===== src/rtl/lsu_wbu.sv =====
// lsu_wbu: load/store and writeback stage of the multi-cycle RV32 core.
// Accepts one execute result per transaction, issues at most one memory
// request (aligned strobes, lane-replicated store data), formats load data
// and retires with a one-cycle done pulse plus register-file write.
// Optional build macro: LSU_TIMEOUT_EN adds a response-wait timeout that
// retires the access with err=1 after TIMEOUT_CYCLES cycles in RESP.
module lsu_wbu #(
    parameter int unsigned WIDTH = 32
`ifdef LSU_TIMEOUT_EN
    ,
    parameter int unsigned TIMEOUT_CYCLES = 255
`endif
) (
    input  logic             clk,
    input  logic             rst_n,
    input  logic             in_valid,
    output logic             in_ready,
    input  logic [WIDTH-1:0] exu_result,
    input  logic [WIDTH-1:0] rs2_data,
    input  logic [WIDTH-1:0] pc,
    input  logic [1:0]       wb_sel,
    input  logic             mem_ren,
    input  logic             mem_wen,
    input  logic [1:0]       mem_size,
    input  logic             mem_unsigned,
    input  logic [4:0]       rd_addr,
    input  logic             rd_wen,
    output logic             mem_req_valid,
    input  logic             mem_req_ready,
    output logic [WIDTH-1:0] mem_req_addr,
    output logic             mem_req_wen,
    output logic [WIDTH-1:0] mem_req_wdata,
    output logic [3:0]       mem_req_wstrb,
    input  logic             mem_resp_valid,
    input  logic [WIDTH-1:0] mem_resp_rdata,
    input  logic             mem_resp_err,
    output logic             rf_wen,
    output logic [4:0]       rf_waddr,
    output logic [WIDTH-1:0] rf_wdata,
    output logic             done,
    output logic             err
);

    localparam int unsigned W = 32;

    typedef enum logic [1:0] {
        S_IDLE = 2'd0,
        S_REQ  = 2'd1,
        S_RESP = 2'd2,
        S_WB   = 2'd3
    } state_e;

    state_e         state_q, state_d;

    // Registered outputs
    logic           in_ready_q, in_ready_d;
    logic           req_valid_q, req_valid_d;
    logic [W-1:0]   req_addr_q, req_addr_d;
    logic           req_wen_q, req_wen_d;
    logic [W-1:0]   req_wdata_q, req_wdata_d;
    logic [3:0]     req_wstrb_q, req_wstrb_d;
    logic           rf_wen_q, rf_wen_d;
    logic [4:0]     rf_waddr_q, rf_waddr_d;
    logic [W-1:0]   rf_wdata_q, rf_wdata_d;
    logic           done_q, done_d;
    logic           err_q, err_d;

    // Transaction context held across the memory access
    logic [W-1:0]   alu_q, alu_d;
    logic [W-1:0]   pc_q, pc_d;
    logic [1:0]     wb_sel_q, wb_sel_d;
    logic [1:0]     size_q, size_d;
    logic           uns_q, uns_d;
    logic [1:0]     lane_q, lane_d;
    logic [4:0]     rd_q, rd_d;
    logic           rd_wen_q, rd_wen_d;

`ifdef LSU_TIMEOUT_EN
    localparam int unsigned CNT_W = (TIMEOUT_CYCLES > 255) ? $clog2(TIMEOUT_CYCLES + 1) : 8;
    logic [CNT_W-1:0] cnt_q, cnt_d;
`endif

    logic           is_mem;
    logic           illegal;
    logic [W-1:0]   load_val;

    // Writeback source mux; the reserved encoding behaves as the ALU result
    function automatic logic [W-1:0] wb_mux(input logic [1:0] sel, input logic [W-1:0] alu,
                                            input logic [W-1:0] pcv, input logic [W-1:0] ld);
        logic [W-1:0] r;
        case (sel)
            2'b01:   r = ld;
            2'b10:   r = pcv + W'(4);
            default: r = alu;
        endcase
        return r;
    endfunction

    // Access legality decode and load-data lane extraction with extension
    always_comb begin
        is_mem  = mem_ren | mem_wen;
        illegal = is_mem & ((mem_size == 2'b11) ||
                            ((mem_size == 2'b01) && exu_result[0]) ||
                            ((mem_size == 2'b10) && (exu_result[1:0] != 2'b00)));
        load_val = mem_resp_rdata;
        case (size_q)
            2'b00: begin
                logic [7:0] b;
                b = 8'(mem_resp_rdata >> {lane_q, 3'b000});
                load_val = uns_q ? W'(b) : {{(W-8){b[7]}}, b};
            end
            2'b01: begin
                logic [15:0] h;
                h = lane_q[1] ? mem_resp_rdata[31:16] : mem_resp_rdata[15:0];
                load_val = uns_q ? W'(h) : {{(W-16){h[15]}}, h};
            end
            default: load_val = mem_resp_rdata;
        endcase
    end

    // Next-state and next-output logic
    always_comb begin
        state_d     = state_q;
        req_valid_d = req_valid_q;
        req_addr_d  = req_addr_q;
        req_wen_d   = req_wen_q;
        req_wdata_d = req_wdata_q;
        req_wstrb_d = req_wstrb_q;
        rf_wen_d    = 1'b0;
        rf_waddr_d  = rf_waddr_q;
        rf_wdata_d  = rf_wdata_q;
        done_d      = 1'b0;
        err_d       = 1'b0;
        alu_d       = alu_q;
        pc_d        = pc_q;
        wb_sel_d    = wb_sel_q;
        size_d      = size_q;
        uns_d       = uns_q;
        lane_d      = lane_q;
        rd_d        = rd_q;
        rd_wen_d    = rd_wen_q;
`ifdef LSU_TIMEOUT_EN
        cnt_d       = cnt_q;
`endif

        case (state_q)
            S_IDLE: begin
                if (in_valid) begin
                    alu_d    = exu_result;
                    pc_d     = pc;
                    wb_sel_d = wb_sel;
                    size_d   = mem_size;
                    uns_d    = mem_unsigned;
                    lane_d   = exu_result[1:0];
                    rd_d     = rd_addr;
                    rd_wen_d = rd_wen;
                    if (is_mem && !illegal) begin
                        state_d     = S_REQ;
                        req_valid_d = 1'b1;
                        req_addr_d  = {exu_result[W-1:2], 2'b00};
                        req_wen_d   = mem_wen;
                        case (mem_size)
                            2'b00: begin
                                req_wdata_d = {4{rs2_data[7:0]}};
                                req_wstrb_d = 4'(4'b0001 << exu_result[1:0]);
                            end
                            2'b01: begin
                                req_wdata_d = {2{rs2_data[15:0]}};
                                req_wstrb_d = 4'(4'b0011 << exu_result[1:0]);
                            end
                            default: begin
                                req_wdata_d = rs2_data;
                                req_wstrb_d = 4'b1111;
                            end
                        endcase
                        if (!mem_wen) begin
                            req_wstrb_d = 4'b0000;
                        end
                    end else begin
                        state_d    = S_WB;
                        done_d     = 1'b1;
                        err_d      = illegal;
                        rf_wen_d   = rd_wen & (rd_addr != 5'd0) & ~illegal;
                        rf_waddr_d = rd_addr;
                        rf_wdata_d = wb_mux(wb_sel, exu_result, pc, W'(0));
                    end
                end
            end
            S_REQ: begin
                if (mem_req_ready) begin
                    state_d     = S_RESP;
                    req_valid_d = 1'b0;
`ifdef LSU_TIMEOUT_EN
                    cnt_d       = '0;
`endif
                end
            end
            S_RESP: begin
                if (mem_resp_valid) begin
                    state_d    = S_WB;
                    done_d     = 1'b1;
                    err_d      = mem_resp_err;
                    rf_wen_d   = rd_wen_q & (rd_q != 5'd0) & ~mem_resp_err;
                    rf_waddr_d = rd_q;
                    rf_wdata_d = wb_mux(wb_sel_q, alu_q, pc_q, load_val);
                end
`ifdef LSU_TIMEOUT_EN
                else if (cnt_q == CNT_W'(TIMEOUT_CYCLES - 1)) begin
                    state_d    = S_WB;
                    done_d     = 1'b1;
                    err_d      = 1'b1;
                    rf_waddr_d = rd_q;
                end else begin
                    cnt_d = cnt_q + CNT_W'(1);
                end
`endif
            end
            default: begin
                state_d = S_IDLE;
            end
        endcase

        in_ready_d = (state_d == S_IDLE);
    end

    // State and registered-output update
    always_ff @(posedge clk or negedge rst_n) begin
        if (!rst_n) begin
            state_q     <= S_IDLE;
            in_ready_q  <= 1'b1;
            req_valid_q <= 1'b0;
            req_addr_q  <= '0;
            req_wen_q   <= 1'b0;
            req_wdata_q <= '0;
            req_wstrb_q <= '0;
            rf_wen_q    <= 1'b0;
            rf_waddr_q  <= '0;
            rf_wdata_q  <= '0;
            done_q      <= 1'b0;
            err_q       <= 1'b0;
            alu_q       <= '0;
            pc_q        <= '0;
            wb_sel_q    <= '0;
            size_q      <= '0;
            uns_q       <= 1'b0;
            lane_q      <= '0;
            rd_q        <= '0;
            rd_wen_q    <= 1'b0;
`ifdef LSU_TIMEOUT_EN
            cnt_q       <= '0;
`endif
        end else begin
            state_q     <= state_d;
            in_ready_q  <= in_ready_d;
            req_valid_q <= req_valid_d;
            req_addr_q  <= req_addr_d;
            req_wen_q   <= req_wen_d;
            req_wdata_q <= req_wdata_d;
            req_wstrb_q <= req_wstrb_d;
            rf_wen_q    <= rf_wen_d;
            rf_waddr_q  <= rf_waddr_d;
            rf_wdata_q  <= rf_wdata_d;
            done_q      <= done_d;
            err_q       <= err_d;
            alu_q       <= alu_d;
            pc_q        <= pc_d;
            wb_sel_q    <= wb_sel_d;
            size_q      <= size_d;
            uns_q       <= uns_d;
            lane_q      <= lane_d;
            rd_q        <= rd_d;
            rd_wen_q    <= rd_wen_d;
`ifdef LSU_TIMEOUT_EN
            cnt_q       <= cnt_d;
`endif
        end
    end

    assign in_ready      = in_ready_q;
    assign mem_req_valid = req_valid_q;
    assign mem_req_addr  = req_addr_q;
    assign mem_req_wen   = req_wen_q;
    assign mem_req_wdata = req_wdata_q;
    assign mem_req_wstrb = req_wstrb_q;
    assign rf_wen        = rf_wen_q;
    assign rf_waddr      = rf_waddr_q;
    assign rf_wdata      = rf_wdata_q;
    assign done          = done_q;
    assign err           = err_q;

endmodule


===== config.mk =====
export PLATFORM = sky130hd
export DESIGN_NAME = lsu_wbu
export DESIGN_NICKNAME = d
export VERILOG_FILES = /design/src/rtl/lsu_wbu.sv
export SDC_FILE = /design/constraint.sdc
export NUM_CORES = 1
export LEC_CHECK = 0
export BUFFER_PORTS_ARGS = -buffer_cell sky130_fd_sc_hd__buf_2
export CAP_MARGIN = 0
export CORE_MARGIN = 2
export CORE_UTILIZATION = 25
export CTS_CLUSTER_SIZE = 10
export DETAILED_ROUTE_END_ITERATION = 10
export PLACE_DENSITY = 0.53
export SKIP_CTS_REPAIR_TIMING = 1
export SYNTH_ARGS = -nofsm -noshare
export SYNTH_HDL_FRONTEND = slang
export SYNTH_SLANG_ARGS = --single-unit

===== constraint.sdc =====
create_clock -name clk -period 2.69 [get_ports clk]
set_input_delay 0.4035 -clock clk [delete_from_list [all_inputs] [get_ports clk]]
set_output_delay 0.4035 -clock clk [all_outputs]
set_load 0.005 [all_outputs]

==> metrics.txt, run 1 <==
status finished clean; Yosys reg bits about 190; crit path max fanout 12; placed cell count 1754; Worst VDD drop 0.0004467 V; Slew HR 0.6034; final WL 40.25 mm; Min Clock Period, post-route 2286 ps; vias in the first global route 8692; Die X about 200 µm; top_reg_cell synth dfrtp_1; r2r endpoint rf_wdata[26]$_DFFE_PN0P_; endpoints failing setup 0; critical path class flip-flop to flip-flop; Setup crit end kind flip-flop; CP Launch Point alu_q[1]$_DFFE_PN0P_; share of the yosys chip area belonging to registers 0.4584; Post-DRT Antenna Nets 0; Core ar. 39910 µm²; Non-Filler Instances 1792; Worst Skew 12.21 ps; placed inst area 12240 µm²; Least-Margin Pin Slew 594.9 ps; Hold Crit Depth 3; Pwr Density 1086 nW/µm²; final net count 1401; Skew-Pair Late Insertion Delay 460 ps; via count 9055; Netlist cell types 70; initial antenna violation count 5; fmax 0.4374 GHz; Final Cycle Share 0.8500; R2R Setup Slk between 400 and 500 ps; row count 73; critical path required time 3030 ps; die height 205.6 µm; ys async rst share 1.000; Hold Path End wb_sel_q[0]$_DFFE_PN0P_; cells on worst reg2reg path 7; Placer Congestion 0.9210; First DRT Iteration DRCs 738; post-synthesis cell count approximately 1000; hold path start wb_sel[0]; starting density of the core 0.2545; CTS H-tree depth 4; crit-path max cell delay ~520 ps; Tot Pwr ~14000 µW; Total GRT Usage 0.1890; unrepaired setup endpoints after global routing false; final instance area between 10000 and 15000 µm²; Leakage Power 0.005684 µW; maxcap violations 0; Final WS setup slightly above 400 ps; CP max stage cell dfrtp_1; mean post-synth cell area 10.19 µm²; cell chain of the critical path mux2_2 > a22oi_1 > a21oi_1 > buf_4 > o21ai_0 > o211a_1 > nor3_1; drt pass-1 iters 7; largest net degree at the start of global routing 63; Max clock buf depth 2; Port Buffers around 260; setup_tns 0 ps; first-pass GRT wire length approximately 60 mm; final max-slew violation count 0; area grow syn2layout 26.52%; DR vias/cell 5.053; register area 4656 µm²; grt ovf 0; Hold Crit Class input port to flip-flop; Syn. warnings 0; Cell Area, Synth 10160 µm²; Die ar. about 42000 µm²; multi-input logic area 5174 µm²; num ports 258; number of synthesized flops with an enable pin 0; arrival time worst endpoint 2620 ps; Root Buffer clkbuf_16; final-report hold violation count 0; pre-CTS setup slack about 320 ps; Clock Sink Count 186; Final HPWL DP between 30 and 40 mm; Clock transition at path regs 80 ps; CTS tree built; total CTS buffers 17; share of post-route cells with drive strength above 1 0.3669; CP Launch Type flip-flop; worst r2r src alu_q[1]$_DFFE_PN0P_; FILL cells 4138; wire length per cell 22.46 µm; drc violations 0
## report_power, final
group | switching (µW) | internal [µW]
registers | 1070 | 4190
logic | 3280 | 2780
clock network | 1250 | 1390
total | 5600 | 8360
## flip-flops by register name, indices dropped and copies added, names as in the netlist, 2 cells and up
| signal | count |
|---|---|
| alu_q | 32 |
| mem_req_wdata | 32 |
| pc_q | 32 |
| rf_wdata | 32 |
| mem_req_addr | 30 |
| rd_q | 5 |
| rf_waddr | 5 |
| mem_req_wstrb | 4 |
| size_q | 2 |
| state_q | 2 |
| wb_sel_q | 2 |
## worst max-delay path, delay by kind of cell, from the launching register on
kind / cells / cell delay (ps)
AOI/OAI and AO/OA: 4 / 1010
buffers and inverters: 1 / 210
muxes: 1 / 370
and+or+nand+nor: 1 / 50
DFF: 1 / 520
## how the worst max path moves through the flow
stage | end | cells past startpoint | slack (ps)
after floorplan | mem_req_addr[28]$_DFFE_PN0P_ | 8 | 580
after global routing | rf_wdata[26]$_DFFE_PN0P_ | 9 | 280
final | rf_wdata[26]$_DFFE_PN0P_ | 7 | 400
after CTS | rf_wdata[26]$_DFFE_PN0P_ | 7 | 420
after global placement | rf_wdata[31]$_DFFE_PN0P_ | 7 | 350
after detailed placement | rf_wdata[31]$_DFFE_PN0P_ | 7 | 320
## metrics by stage
step / util / hold WS, ps
after detailed placement: 0.3066 / 460.6
final: 0.3220 / 174.3
after floorplan: - / 107.9
after global placement: 0.3066 / 455.9
after global routing: 0.3217 / 175.8
after CTS: 0.3214 / -33.16
## layer usage
layer	part of all wire	GRT usage	up-vias
met3	0.070	0.04324	43
li1	-	-	4175
met5	0.00032	0	-
met1	0.43	0.2492	4495
met2	0.47	0.3053	340
met4	0.027	0.06141	2
## cell usage after synthesis (5+ instances only)
cell,n,area share
a21oi_1,49,0.024
a211oi_1,8,0.0059
nor3_1,23,0.011
clkbuf_1,51,0.019
mux2_2,111,0.12
and2_1,6,0.0037
o221ai_1,5,0.0043
buf_2,10,0.0049
o22ai_1,9,0.0055
nand2b_1,12,0.0074
o211ai_1,9,0.0067
a31oi_1,12,0.0074
ha_1,5,0.0062
nor2_1,47,0.017
xor2_1,27,0.023
dfrtp_1,185,0.46
mux2i_1,32,0.032
xnor2_1,27,0.023
inv_1,18,0.0067
o21ai_0,78,0.038
nor4_1,11,0.0068
nand4_1,18,0.011
nor2b_1,8,0.0049
a221oi_1,29,0.025
and3_1,7,0.0043
nand2_1,92,0.034
o211a_1,7,0.0069
nand3_1,27,0.013
## cell usage in the layout, fill, tap and decap left out, types with 11 or more instances in the layout
master	n
a21oi_1	49
a221oi_1	29
a31oi_1	12
buf_2	254
buf_4	37
clkbuf_16	17
dfrtp_1	185
inv_1	18
mux2_2	111
mux2i_1	32
nand2_1	92
nand2b_1	11
nand3_1	27
nand4_1	18
nor2_1	47
nor3_1	23
nor4_1	11
o21ai_0	78
xnor2_1	27
xor2_1	27
## cell type report
cell class | instances | share of cell area
multi-input combinational | 727 | 0.4026
sequential | 186 | 0.3623
timing repair buffer | 299 | 0.1317
tap | 525 | 0.05111
clock buffer | 17 | 0.03310
clock inverter | 15 | 0.01295
inverter | 18 | 0.005258
antenna | 5 | 0.0009736
## cell families after synthesis
logic type / synth area share
other: 0.0003692
muxes: 0.1590
AOI/OAI and AO/OA: 0.1560
xor gates and xnor gates: 0.04656
and+or+nand+nor: 0.1394
DFF: 0.4584
adders and majority gates: 0.006159
buffers and inverters: 0.03412
No activity file was read; power rests on OpenSTA's default activity.
==> inputs of run 2 (changes only) <==
==> constraint.sdc (replaced) <==
create_clock -name clk -period 2.16 [get_ports clk]
set_input_delay 0.324 -clock clk [delete_from_list [all_inputs] [get_ports clk]]
set_output_delay 0.324 -clock clk [all_outputs]
set_load 0.005 [all_outputs]
==> run 2 against run 1 <==
Highest routed layer is now met4. Largest cell class unchanged. Routed wire length grew 0.64%. Clock-buffer cell count grew 1. First-iteration DRC count grew 11%. Power grew 28%. Cell count grew 3.3%. Largest power group unchanged. Combinational power grew 35%. Clock power grew 21%. Clock skew grew 1.9 ps. Die area is the same. Worst hold slack lost 63 ps. Critical path depth is the same. Sequential share of layout area shrank 1.3 points.
==> metrics.txt, run 2 (synthesized netlist as in run 1, its figures left out) <==
status finished clean; Root Buffer clkbuf_16; setup_tns 0 ps (unchanged); commonest non-fill, non-tap cell in the layout buf_2; row count 73 (unchanged); maxcap violations 0 (unchanged); Leakage Power 0.005994 µW (+5.4%); drc violations 0 (unchanged); Clock transition at path regs 80 ps (about the same); Skew-Pair Late Insertion Delay 460 ps (about the same); CTS tree built; area grow syn2layout 31.33%; initial antenna violation count 4 (-1); critical path class flip-flop to flip-flop; total CTS buffers 17 (unchanged); Worst VDD drop 0.0007497 V (+68%); combinational group share of total power 0.461 (+0.027); starting density of the core 0.2545 (unchanged); sw frac 0.4019 (+0.0009684); Total GRT Usage 0.1918 (+0.002828); Clock Sink Count 186 (unchanged); Final Cycle Share 0.9422 (+0.09223); Die ar. 42260 µm² (unchanged); largest net degree at the start of global routing 84 (+33%); share of post-route cells with drive strength above 1 0.3979 (+0.03100); cells on worst reg2reg path 7 (unchanged); die height 205.6 µm (unchanged); Die X 205.6 µm (unchanged); final max-slew violation count 0 (unchanged); Min Clock Period, post-route 2035 ps (-251.3 ps); drt pass-1 iters 6 (-1); register area 4657 µm² (about the same); Hold Crit Class input port to flip-flop; Least-Margin Pin Slew 538.5 ps (-56.33 ps); Max clock buf depth 2 (unchanged); Hold Crit Depth 2 (-1); Final HPWL DP 31.67 mm (+1.1%); vias in the first global route 9013 (+3.7%); crit path max fanout 8 (-4); arrival time worst endpoint 2430 ps (-190 ps); Pwr Density 1336 nW/µm² (+23%); grt ovf 0 (unchanged); Setup crit end kind flip-flop; Worst Skew 14.09 ps (+1.888 ps); internal power 10660 µW (+27%); CP Launch Type flip-flop; num ports 258 (unchanged); first-pass GRT wire length 59.15 mm (+1.5%); Placer Congestion 0.8800 (-4.5%); sequential power share 0.360 (-0.017); First DRT Iteration DRCs 818 (+11%); endpoints failing setup 0 (unchanged); final instance area 13340 µm² (+3.8%); final WL 40.51 mm (+0.64%); via count 9287 (+2.6%); Core ar. 39910 µm² (unchanged); multi-input logic area 5182 µm² (+0.17%); CTS H-tree depth 4 (unchanged); unrepaired setup endpoints after global routing true; Port Buffers 255 (unchanged); wire length per cell 21.89 µm (-2.6%); fmax 0.4914 GHz (+12%); sw power 7162 µW (+28%); Slew HR 0.6410 (+0.03756); final-report hold violation count 0 (unchanged); Clk network pwr share 0.179 (-0.010); Post-DRT Antenna Nets 0 (unchanged); critical path required time 2550 ps (-480 ps); most frequent cells in the layout 254 x buf_2, 184 x dfrtp_1, 111 x mux2_2; FILL cells 4137 (-0.024%); final net count 1461 (+4.3%); DR vias/cell 5.017 (-0.71%); placed inst area 12690 µm² (+3.7%)
[run 2: cell types whose count changed in the layout (fill, tap and decap cells not counted), sizes merged]
cell | previous run | this run
clkinvlp | 5 | 1
inv | 23 | 26
clkinv | 3 | 5
buf | 297 | 357
diode | 5 | 4
bufinv | 2 | 0
clkbuf | 18 | 19
[run 2: stage by stage]
step | utilization | total power, µW | std cells | setup WS, ps | hold WS [ps]
after floorplan | - | 10710 | 998 | 119.9 | 28.41
after global placement | 0.3180 | 14460 | 1810 | 22.19 | 343.6
after detailed placement | 0.3180 | 14600 | 1810 | 9.634 | 343.4
after CTS | 0.3325 | 17850 | 1842 | 117.4 | -147.9
after global routing | 0.3340 | 19040 | 1848 | -13.57 | 101.8
final | 0.3342 | 17820 | 1851 | 124.8 | 111.7
[run 2: power by group through the flow]
stage / clock [µW] / combinational, µW / sequential, µW
5_1_grt: 3430 / 8980 / 6640
3_5_place_dp: 0 / 8130 / 6470
3_3_place_gp: 0 / 8050 / 6400
6_report: 3200 / 8210 / 6410
2_1_floorplan: 0 / 4410 / 6310
4_1_cts: 3270 / 8170 / 6410
[run 2: worst paths after layout]
kind | from | end | slack, ps
worst min-delay path | pc[0] | pc_q[0]$_DFFE_PN0P_ | 110
worst max register to register | wb_sel_q[0]$_DFFE_PN0P_ | rf_wdata[23]$_DFFE_PN0P_ | 120
min in group asynchronous | rst_n | mem_req_addr[30]$_DFFE_PN0P_ | 390
worst min register to register | mem_req_wdata[10]$_DFFE_PN0P_ | mem_req_wdata[10]$_DFFE_PN0P_ | 470
worst max-delay path | wb_sel_q[0]$_DFFE_PN0P_ | rf_wdata[23]$_DFFE_PN0P_ | 120
max in group asynchronous | rst_n | rf_wdata[22]$_DFFE_PN0P_ | 1020
[run 2: layer usage]
layer  vias up  wire (µm)  global-route usage
met5         -          0                   0
met4         0       1179             0.07117
met3        56       2723             0.04054
met2       337      19240              0.3081
met1      4608      17370              0.2531
li1       4286          -                   -
[run 2: cell type report]
cell class              instances  share of cell area
diodes                          4           0.0007504
well taps                     525             0.04925
clock buffers                  18             0.03217
multi-input cells             727              0.3885
repair buffers                359              0.1638
inverters                      18            0.005347
flip-flops and latches        186              0.3491
clock inverters                14             0.01107
[run 2: worst max-delay path, cell delays in order, from the launching register on]
cell	delay [ps]
dfrtp_1	360
inv_1	60
ha_1	360
buf_4	180
inv_1	180
nand2_1	290
o211ai_1	350
o211a_1	190
